==> src/rtl/branch_resolve_unit.sv <==
// -----------------------------------------------------------------------------
// branch_resolve_unit
//
// Execute-stage branch resolver for the dual-issue pipe. Each slot's fetch-time
// prediction is compared with the resolved outcome, and registered training and
// redirect pulses are produced for fetch1. Slot 0 is older than slot 1.
//
// The predictor update port is single-ported, so when both slots of a pair are
// branches the second one is parked in a one-entry pending register and emitted
// one cycle later. After any redirect the next SHADOW_CYCLES input pairs are
// wrong-path work and are consumed without producing output.
//
// Parameters
//   SHADOW_CYCLES      wrong-path pairs discarded after a redirect (1..15)
//
// Optional feature
//   BRU_PERF_CNT_EN    when defined, adds saturating perf counters
//                      perf_br_cnt_o (branches resolved) and
//                      perf_mispred_cnt_o (wrong_pred_o pulses).
//
// Ports
//   clock_i, reset_i           clock (posedge) / async active-high reset
//   valid_N_i, is_br_N_i       slot N carries an instruction / a control transfer
//   pc_N_i                     slot N instruction address
//   pred_tk_N_i, pred_tgt_N_i  slot N fetch-time prediction
//   taken_N_i, tgt_N_i         slot N resolved direction / target
//   stall_o                    inputs not consumed this cycle (combinational)
//   update_pc_o, update_tgt_o  PC being trained / BTB target to write
//   last_br_o                  resolved direction for the PHT
//   update_pht_o, update_btb_o PHT train pulse / BTB write pulse
//   wrong_pred_o, fixed_pc_o   mispredict redirect pulse / correct next PC
//   wasnt_branch_o             false BTB hit on a non-branch
//   wasnt_br_pc_o              PC of the false-hit instruction
// -----------------------------------------------------------------------------
module branch_resolve_unit #(
    parameter int unsigned SHADOW_CYCLES = 2
) (
    input  logic        clock_i,
    input  logic        reset_i,
    input  logic        valid_0_i,
    input  logic        valid_1_i,
    input  logic        is_br_0_i,
    input  logic        is_br_1_i,
    input  logic [31:0] pc_0_i,
    input  logic [31:0] pc_1_i,
    input  logic        pred_tk_0_i,
    input  logic        pred_tk_1_i,
    input  logic [31:0] pred_tgt_0_i,
    input  logic [31:0] pred_tgt_1_i,
    input  logic        taken_0_i,
    input  logic        taken_1_i,
    input  logic [31:0] tgt_0_i,
    input  logic [31:0] tgt_1_i,
    output logic        stall_o,
    output logic [31:0] update_pc_o,
    output logic [31:0] update_tgt_o,
    output logic        last_br_o,
    output logic        update_pht_o,
    output logic        update_btb_o,
    output logic        wrong_pred_o,
    output logic [31:0] fixed_pc_o,
    output logic        wasnt_branch_o,
    output logic [31:0] wasnt_br_pc_o
`ifdef BRU_PERF_CNT_EN
    ,
    output logic [31:0] perf_br_cnt_o,
    output logic [31:0] perf_mispred_cnt_o
`endif
);

    typedef enum logic [1:0] {
        ST_NORMAL,
        ST_PEND,
        ST_SHADOW
    } state_t;

    // Everything one slot would drive onto the output registers.
    typedef struct packed {
        logic        pht;
        logic        btb;
        logic        last_br;
        logic [31:0] upd_pc;
        logic [31:0] upd_tgt;
        logic        wrong;
        logic [31:0] fixed_pc;
        logic        wasnt;
        logic [31:0] wasnt_pc;
    } slot_res_t;

    function automatic slot_res_t classify(
        input logic        valid,
        input logic        is_br,
        input logic [31:0] pc,
        input logic        pred_tk,
        input logic [31:0] pred_tgt,
        input logic        taken,
        input logic [31:0] tgt
    );
        slot_res_t r;
        r = '0;
        if (valid && is_br) begin
            r.pht      = 1'b1;
            r.last_br  = taken;
            r.upd_pc   = pc;
            r.btb      = taken;
            r.upd_tgt  = tgt;
            r.wrong    = (pred_tk != taken) || (taken && (pred_tgt != tgt));
            // Fall-through address wraps at 2^32.
            r.fixed_pc = taken ? tgt : pc + 32'd4;
        end else if (valid && pred_tk) begin
            r.wasnt    = 1'b1;
            r.wasnt_pc = pc;
        end
        return r;
    endfunction

    state_t    state_q, state_d;
    slot_res_t res_0, res_1;
    slot_res_t emit;
    slot_res_t pend_q;
    logic      pend_load;
    logic      stall_c;
    logic [3:0] shadow_cnt_q;

    assign res_0 = classify(valid_0_i, is_br_0_i, pc_0_i, pred_tk_0_i,
                            pred_tgt_0_i, taken_0_i, tgt_0_i);
    assign res_1 = classify(valid_1_i, is_br_1_i, pc_1_i, pred_tk_1_i,
                            pred_tgt_1_i, taken_1_i, tgt_1_i);

    // Next-state and emit selection.
    always_comb begin
        // NOTE: every signal written here gets a default first, so no path
        // leaves one unassigned and no latch is inferred.
        state_d   = state_q;
        emit      = '0;
        pend_load = 1'b0;
        stall_c   = 1'b0;
        unique case (state_q)
            ST_NORMAL: begin
                if (res_0.wrong || res_0.wasnt) begin
                    // Older slot redirects: the younger slot is wrong-path.
                    emit    = res_0;
                    state_d = ST_SHADOW;
                end else if (res_0.pht && res_1.pht) begin
                    // Two updates, one port: park slot 1 and hold the pair.
                    emit      = res_0;
                    pend_load = 1'b1;
                    stall_c   = 1'b1;
                    state_d   = ST_PEND;
                end else if (res_0.pht) begin
                    // A false hit in slot 1 uses its own output port, so it
                    // can go out alongside slot 0's update.
                    emit = res_0;
                    if (res_1.wasnt) begin
                        emit.wasnt    = 1'b1;
                        emit.wasnt_pc = res_1.wasnt_pc;
                        state_d       = ST_SHADOW;
                    end
                end else begin
                    // Slot 0 produces nothing here; slot 1 (if anything) goes out.
                    emit = res_1;
                    if (res_1.wrong || res_1.wasnt) state_d = ST_SHADOW;
                end
            end
            ST_PEND: begin
                // The pair on the inputs was already evaluated; ignore it.
                emit    = pend_q;
                state_d = pend_q.wrong ? ST_SHADOW : ST_NORMAL;
            end
            ST_SHADOW: begin
                if (shadow_cnt_q == 4'd1) state_d = ST_NORMAL;
            end
            default: state_d = ST_NORMAL;
        endcase
    end

    assign stall_o = stall_c & ~reset_i;

    // State, shadow counter and pending slot.
    always_ff @(posedge clock_i or posedge reset_i) begin
        if (reset_i) begin
            state_q      <= ST_NORMAL;
            shadow_cnt_q <= 4'd0;
            // NOTE: the pending entry is cleared on reset too; a stale entry
            // must never be replayed after reset even though a valid bit
            // (the PEND state) guards it.
            pend_q       <= '0;
        end else begin
            // NOTE: sequential state uses non-blocking assignments so every
            // register samples pre-edge values regardless of statement order.
            state_q <= state_d;
            if (state_d == ST_SHADOW && state_q != ST_SHADOW) begin
                shadow_cnt_q <= 4'(SHADOW_CYCLES);
            end else if (state_q == ST_SHADOW) begin
                shadow_cnt_q <= shadow_cnt_q - 4'd1;
            end
            if (pend_load) pend_q <= res_1;
        end
    end

    // Output registers: pulses every cycle, payloads only with their pulse.
    always_ff @(posedge clock_i or posedge reset_i) begin
        if (reset_i) begin
            update_pht_o   <= 1'b0;
            update_btb_o   <= 1'b0;
            wrong_pred_o   <= 1'b0;
            wasnt_branch_o <= 1'b0;
            last_br_o      <= 1'b0;
            update_pc_o    <= '0;
            update_tgt_o   <= '0;
            fixed_pc_o     <= '0;
            wasnt_br_pc_o  <= '0;
        end else begin
            update_pht_o   <= emit.pht;
            update_btb_o   <= emit.btb;
            wrong_pred_o   <= emit.wrong;
            wasnt_branch_o <= emit.wasnt;
            if (emit.pht) begin
                last_br_o    <= emit.last_br;
                update_pc_o  <= emit.upd_pc;
                update_tgt_o <= emit.upd_tgt;
            end
            if (emit.wrong) fixed_pc_o    <= emit.fixed_pc;
            if (emit.wasnt) wasnt_br_pc_o <= emit.wasnt_pc;
        end
    end

`ifdef BRU_PERF_CNT_EN
    // Counters step on the same edge their pulse is registered and stick at
    // all-ones.
    always_ff @(posedge clock_i or posedge reset_i) begin
        if (reset_i) begin
            perf_br_cnt_o      <= '0;
            perf_mispred_cnt_o <= '0;
        end else begin
            if (emit.pht && perf_br_cnt_o != 32'hFFFF_FFFF)
                perf_br_cnt_o <= perf_br_cnt_o + 32'd1;
            if (emit.wrong && perf_mispred_cnt_o != 32'hFFFF_FFFF)
                perf_mispred_cnt_o <= perf_mispred_cnt_o + 32'd1;
        end
    end
`endif

endmodule
==> config.mk <==
export PLATFORM = sky130hd
export DESIGN_NAME = branch_resolve_unit
export DESIGN_NICKNAME = d
export VERILOG_FILES = /design/src/rtl/branch_resolve_unit.sv
export SDC_FILE = /design/constraint.sdc
export NUM_CORES = 1
export LEC_CHECK = 0
export ABC_AREA = 0
export ABC_CLOCK_PERIOD_IN_PS = 15830
export CAP_MARGIN = 20
export CORE_ASPECT_RATIO = 2
export CORE_MARGIN = 5
export CORE_UTILIZATION = 55
export DETAILED_ROUTE_END_ITERATION = 16
export PLACE_DENSITY = 0.85
export SLEW_MARGIN = 20
export SYNTH_ARGS = -nofsm -noshare
export SYNTH_HDL_FRONTEND = slang
export SYNTH_SLANG_ARGS = --single-unit
==> constraint.sdc <==
create_clock -name clock_i -period 15.83 [get_ports clock_i]
set_input_delay 1.583 -clock clock_i [delete_from_list [all_inputs] [get_ports clock_i]]
set_output_delay 1.583 -clock clock_i [all_outputs]
set_load 0.1 [all_outputs]
==> impl_table.tex <==
\begin{tabular}{lr}
\hline
Metric & Value \\
\hline
\multicolumn{2}{l}{\textbf{Layout}} \\
Commonest cells after routing, fill and taps aside & sky130\_fd\_sc\_hd\_\_clkdlybuf4s50\_1, sky130\_fd\_sc\_hd\_\_dfrtp\_1, sky130\_fd\_sc\_hd\_\_nand2\_1 \\
Area growth from synthesis to layout & 29.7\% \\
ANT cells & 0 \\
Post-Layout Inst Area & 19,200 µm² \\
Leading cell type in the layout, fill and taps excluded & sky130\_fd\_sc\_hd\_\_clkdlybuf4s50\_1 \\
Number of nets at the end of the flow & 1,965 \\
Fillers & 2,002 \\
Share of post-route cells with drive strength above 1 & 10.1\% \\
\multicolumn{2}{l}{\textbf{Timing}} \\
Final Setup Violations & 0 \\
RSZ-0062 raised after global routing & no \\
Pin slew with the least headroom to its limit & 1.18 ns \\
Largest clock skew in the final design & 0.0230 ns \\
Final hold violations & 0 \\
Worst rel slew slack & 21.3\% \\
Worst Hold Margin & 0.479 ns \\
Tmin final & 7.11 ns \\
Count of final max-slew check failures & 0 \\
Setup TNS Final & 0 ns \\
Fmax achieved & 141 MHz \\
Final critical-path share of the clock period & 44.9\% \\
\multicolumn{2}{l}{\textbf{Drt}} \\
\# DRC & 0 \\
Via count normalized by instance count & 6.53 \\
Avg WL per Cell & 26.8 µm \\
Total via count after detailed routing & 13,900 \\
Overall routed net length & 56.9 mm \\
Post-route ant nets & 0 \\
Initial DRT Pass Iterations & 6 \\
DR iter-0 viols & 1,672 \\
\multicolumn{2}{l}{\textbf{Floorplanning}} \\
Initial Util & 55.4\% \\
Row count & 85 \\
I/O pin count & 336 \\
X dimension of the die & 126 µm \\
Vertical die dimension & 242 µm \\
Core ar. & 26,700 µm² \\
DIE AREA & 30,500 µm² \\
\multicolumn{2}{l}{\textbf{Job}} \\
Max-cap viol count & 0 \\
\multicolumn{2}{l}{\textbf{Global route}} \\
Total GRT Usage & 36.2\% \\
Total grt overflow & 0 \\
Largest net degree at the start of global routing & 127 \\
Wire length of the first global-routing pass & 86.0 mm \\
Vias in the first global route & 13,800 \\
Initial antenna violation count & 0 \\
\multicolumn{2}{l}{\textbf{CTS}} \\
Latest clock arrival within the worst-skew pair & 0.55 ns \\
Quantity of gates resized following cts & 0 \\
Number of buffers created by CTS & 25 \\
\# H-tree levels & 1 \\
Clock tree from TritonCTS & built \\
Number of hold buffers added after CTS & 0 \\
CTS clk-pin slew, worst paths & 0.07 ns \\
Clock tree root driver cell & sky130\_fd\_sc\_hd\_\_clkbuf\_16 \\
Buffers inserted during post-CTS setup optimization & 0 \\
Number of clock sinks seen by CTS & 271 \\
Max Buffers Root-to-Sink & 3 \\
\multicolumn{2}{l}{\textbf{Worst hold path}} \\
Worst hold-check path type & flop to flop \\
Hold path startpoint & pend\_q[35] \\
\multicolumn{2}{l}{\textbf{Setup path}} \\
Startpoint of the worst-slack reg-to-reg timing path & state\_q[1] \\
Peak fanout along the critical path & 3 \\
Category of the most critical setup path & primary input to primary output \\
CP Data Arrival Time & 5.53 ns \\
Endpoint class of the critical path & primary output \\
Worst endpoint required time & 14.25 ns \\
CP Launch Type & primary input \\
Launch point of the worst path & tgt\_0\_i[31] \\
\multicolumn{2}{l}{\textbf{Place}} \\
Area post-placement & 18,300 µm² \\
Count of buffers inserted at the top-level ports & 335 \\
GP Congestion & 0.983 \\
DPL Wire Length & 40.9 mm \\
\multicolumn{2}{l}{\textbf{Power}} \\
Sw Ratio & 49.3\% \\
Net load switching power & 1.68 mW \\
Power share of the sequential group & 30.9\% \\
Clk pwr share & 19.1\% \\
Proportion of power drawn by combinational gates & 50.0\% \\
Largest vdd supply drop & 0.244 mV \\
Total power per unit cell area & 178 nW/µm² \\
Leak & 8.06 nW \\
Internal cell power & 1.73 mW \\
\multicolumn{2}{l}{\textbf{Logic synthesis}} \\
Sequential element share of the synthesized area & 45.8\% \\
Async set-reset flop share out of synthesis & 100\% \\
FF+latch count, synth & 271 \\
Mapped Nets & 1,705 \\
Proportion of netlist area held by the largest area contributor & 45.8\% \\
Mean post-synth cell area & 9.87 µm² \\
Leading post-synthesis cells by cell area & sky130\_fd\_sc\_hd\_\_dfrtp\_1, sky130\_fd\_sc\_hd\_\_o21ai\_0, sky130\_fd\_sc\_hd\_\_nand2\_1 \\
Synth cell types & 58 \\
Number of enable-type register cells in the synthesized netlist & 0 \\
Cell count after synthesis & 1,499 \\
Most used flip-flop cell after synthesis & sky130\_fd\_sc\_hd\_\_dfrtp\_1 \\
Number of warning messages in the yosys log & 0 \\
Synth area leader & sky130\_fd\_sc\_hd\_\_dfrtp\_1 \\
Cell area after synthesis & 14,800 µm² \\
\multicolumn{2}{l}{\textbf{Status}} \\
Status & finished, final reports clean \\
\hline
\end{tabular}
metrics by stage:
step | utilization (%) | power [mW] | setup WS (ns) | cells
3_3_place_gp | 68.6 | 2.73 | 8.73 | 2079
2_1_floorplan | - | 2.27 | 6.78 | 1499
3_5_place_dp | 68.6 | 2.76 | 8.77 | 2079
4_1_cts | 71.8 | 3.41 | 8.75 | 2123
5_1_grt | 71.9 | 3.52 | 8.62 | 2124
6_report | 71.9 | 3.41 | 8.72 | 2124
final timing paths:
kind / cells after the start / to / slack, ns
min in group asynchronous: 2 / fixed_pc_o[15] / 1.70
max in group asynchronous: 3 / pend_q[121] / 12.62
worst max-delay path: 8 / stall_o / 8.72
worst max register to register: 5 / pend_q[124] / 12.32
worst min register to register: 2 / pend_q[35] / 0.48
worst min-delay path: 2 / pend_q[35] / 0.48
critical path, stage by stage:
cell and delay (ns):
sky130_fd_sc_hd__clkdlybuf4s50_1 0.56, sky130_fd_sc_hd__xor2_1 0.22, sky130_fd_sc_hd__nor4_1 0.60, sky130_fd_sc_hd__nand4_1 0.27, sky130_fd_sc_hd__nor4_1 0.81, sky130_fd_sc_hd__o2111ai_4 0.19
sky130_fd_sc_hd__nor2_1 0.15, sky130_fd_sc_hd__clkdlybuf4s50_1 1.15
final cells by class:
| cell class | count | area (µm²) | area share [%] |
|---|---|---|---|
| Tap cell | 348 | 435 | 2.27 |
| Clock inverter | 13 | 199 | 1.04 |
| Multi-Input combinational cell | 1086 | 7510 | 39.2 |
| Timing Repair Buffer | 354 | 3510 | 18.3 |
| Clock buffer | 31 | 658 | 3.43 |
| Inverter | 21 | 86.3 | 0.450 |
| Sequential cell | 271 | 6790 | 35.4 |
power groups by stage:
| stage | Combinational [mW] | Sequential (mW) | Clock [mW] |
|---|---|---|---|
| floorplan | 0.339 | 1.93 | 0 |
| global placement | 1.68 | 1.05 | 0 |
| detailed placement | 1.70 | 1.06 | 0 |
| CTS | 1.71 | 1.05 | 0.653 |
| global route | 1.77 | 1.08 | 0.679 |
| finish | 1.70 | 1.05 | 0.650 |
cell usage after synthesis, types with 7 or more instances:
cell type	instances
sky130_fd_sc_hd__a221oi_2	20
sky130_fd_sc_hd__clkbuf_1	100
sky130_fd_sc_hd__inv_1	21
sky130_fd_sc_hd__and2_1	36
sky130_fd_sc_hd__buf_2	7
sky130_fd_sc_hd__nand3_1	30
sky130_fd_sc_hd__xnor2_1	64
sky130_fd_sc_hd__dfrtp_1	271
sky130_fd_sc_hd__o21ai_1	15
sky130_fd_sc_hd__o21ai_0	169
sky130_fd_sc_hd__o31ai_2	24
sky130_fd_sc_hd__o221ai_1	8
sky130_fd_sc_hd__mux2_2	62
sky130_fd_sc_hd__a22oi_1	9
sky130_fd_sc_hd__a31oi_1	8
sky130_fd_sc_hd__nor4_1	13
sky130_fd_sc_hd__and3_1	8
sky130_fd_sc_hd__a21oi_1	26
sky130_fd_sc_hd__o31ai_1	27
sky130_fd_sc_hd__nand2b_1	13
sky130_fd_sc_hd__mux2i_1	24
sky130_fd_sc_hd__nand2_1	199
sky130_fd_sc_hd__and4_1	7
sky130_fd_sc_hd__xor2_1	52
sky130_fd_sc_hd__mux2_1	29
sky130_fd_sc_hd__a221o_1	66
sky130_fd_sc_hd__nor3_1	16
sky130_fd_sc_hd__nand4_1	26
sky130_fd_sc_hd__nor2_1	71
sky130_fd_sc_hd__buf_1	11
kinds of logic after synthesis:
kind of cell / synth area share, %
mux: 8.55
compound gates: 20.7
xor+xnor: 6.87
simple gates: 13.9
fa+ha+maj: 0.338
buf+inv: 3.81
flops: 45.8
sequential cells by signal (all words and copies together), names as in the netlist:
signal          cells
fixed_pc_o         32
last_br_o           1
pend_q            132
shadow_cnt_q        4
state_q             2
update_btb_o        1
update_pc_o        32
update_pht_o        1
update_tgt_o       32
wasnt_br_pc_o      32
wasnt_branch_o      1
wrong_pred_o        1
metal layers:
metal  up-vias  routed length (µm)  GRT usage, %
met3       163                5220          6.58
met1      6809               20800          46.0
met2       932               26900          58.5
li1       5965                   -             -
met5         -                   0             0
met4         0                3940          19.7
No activity file was read; power rests on OpenSTA's default activity.
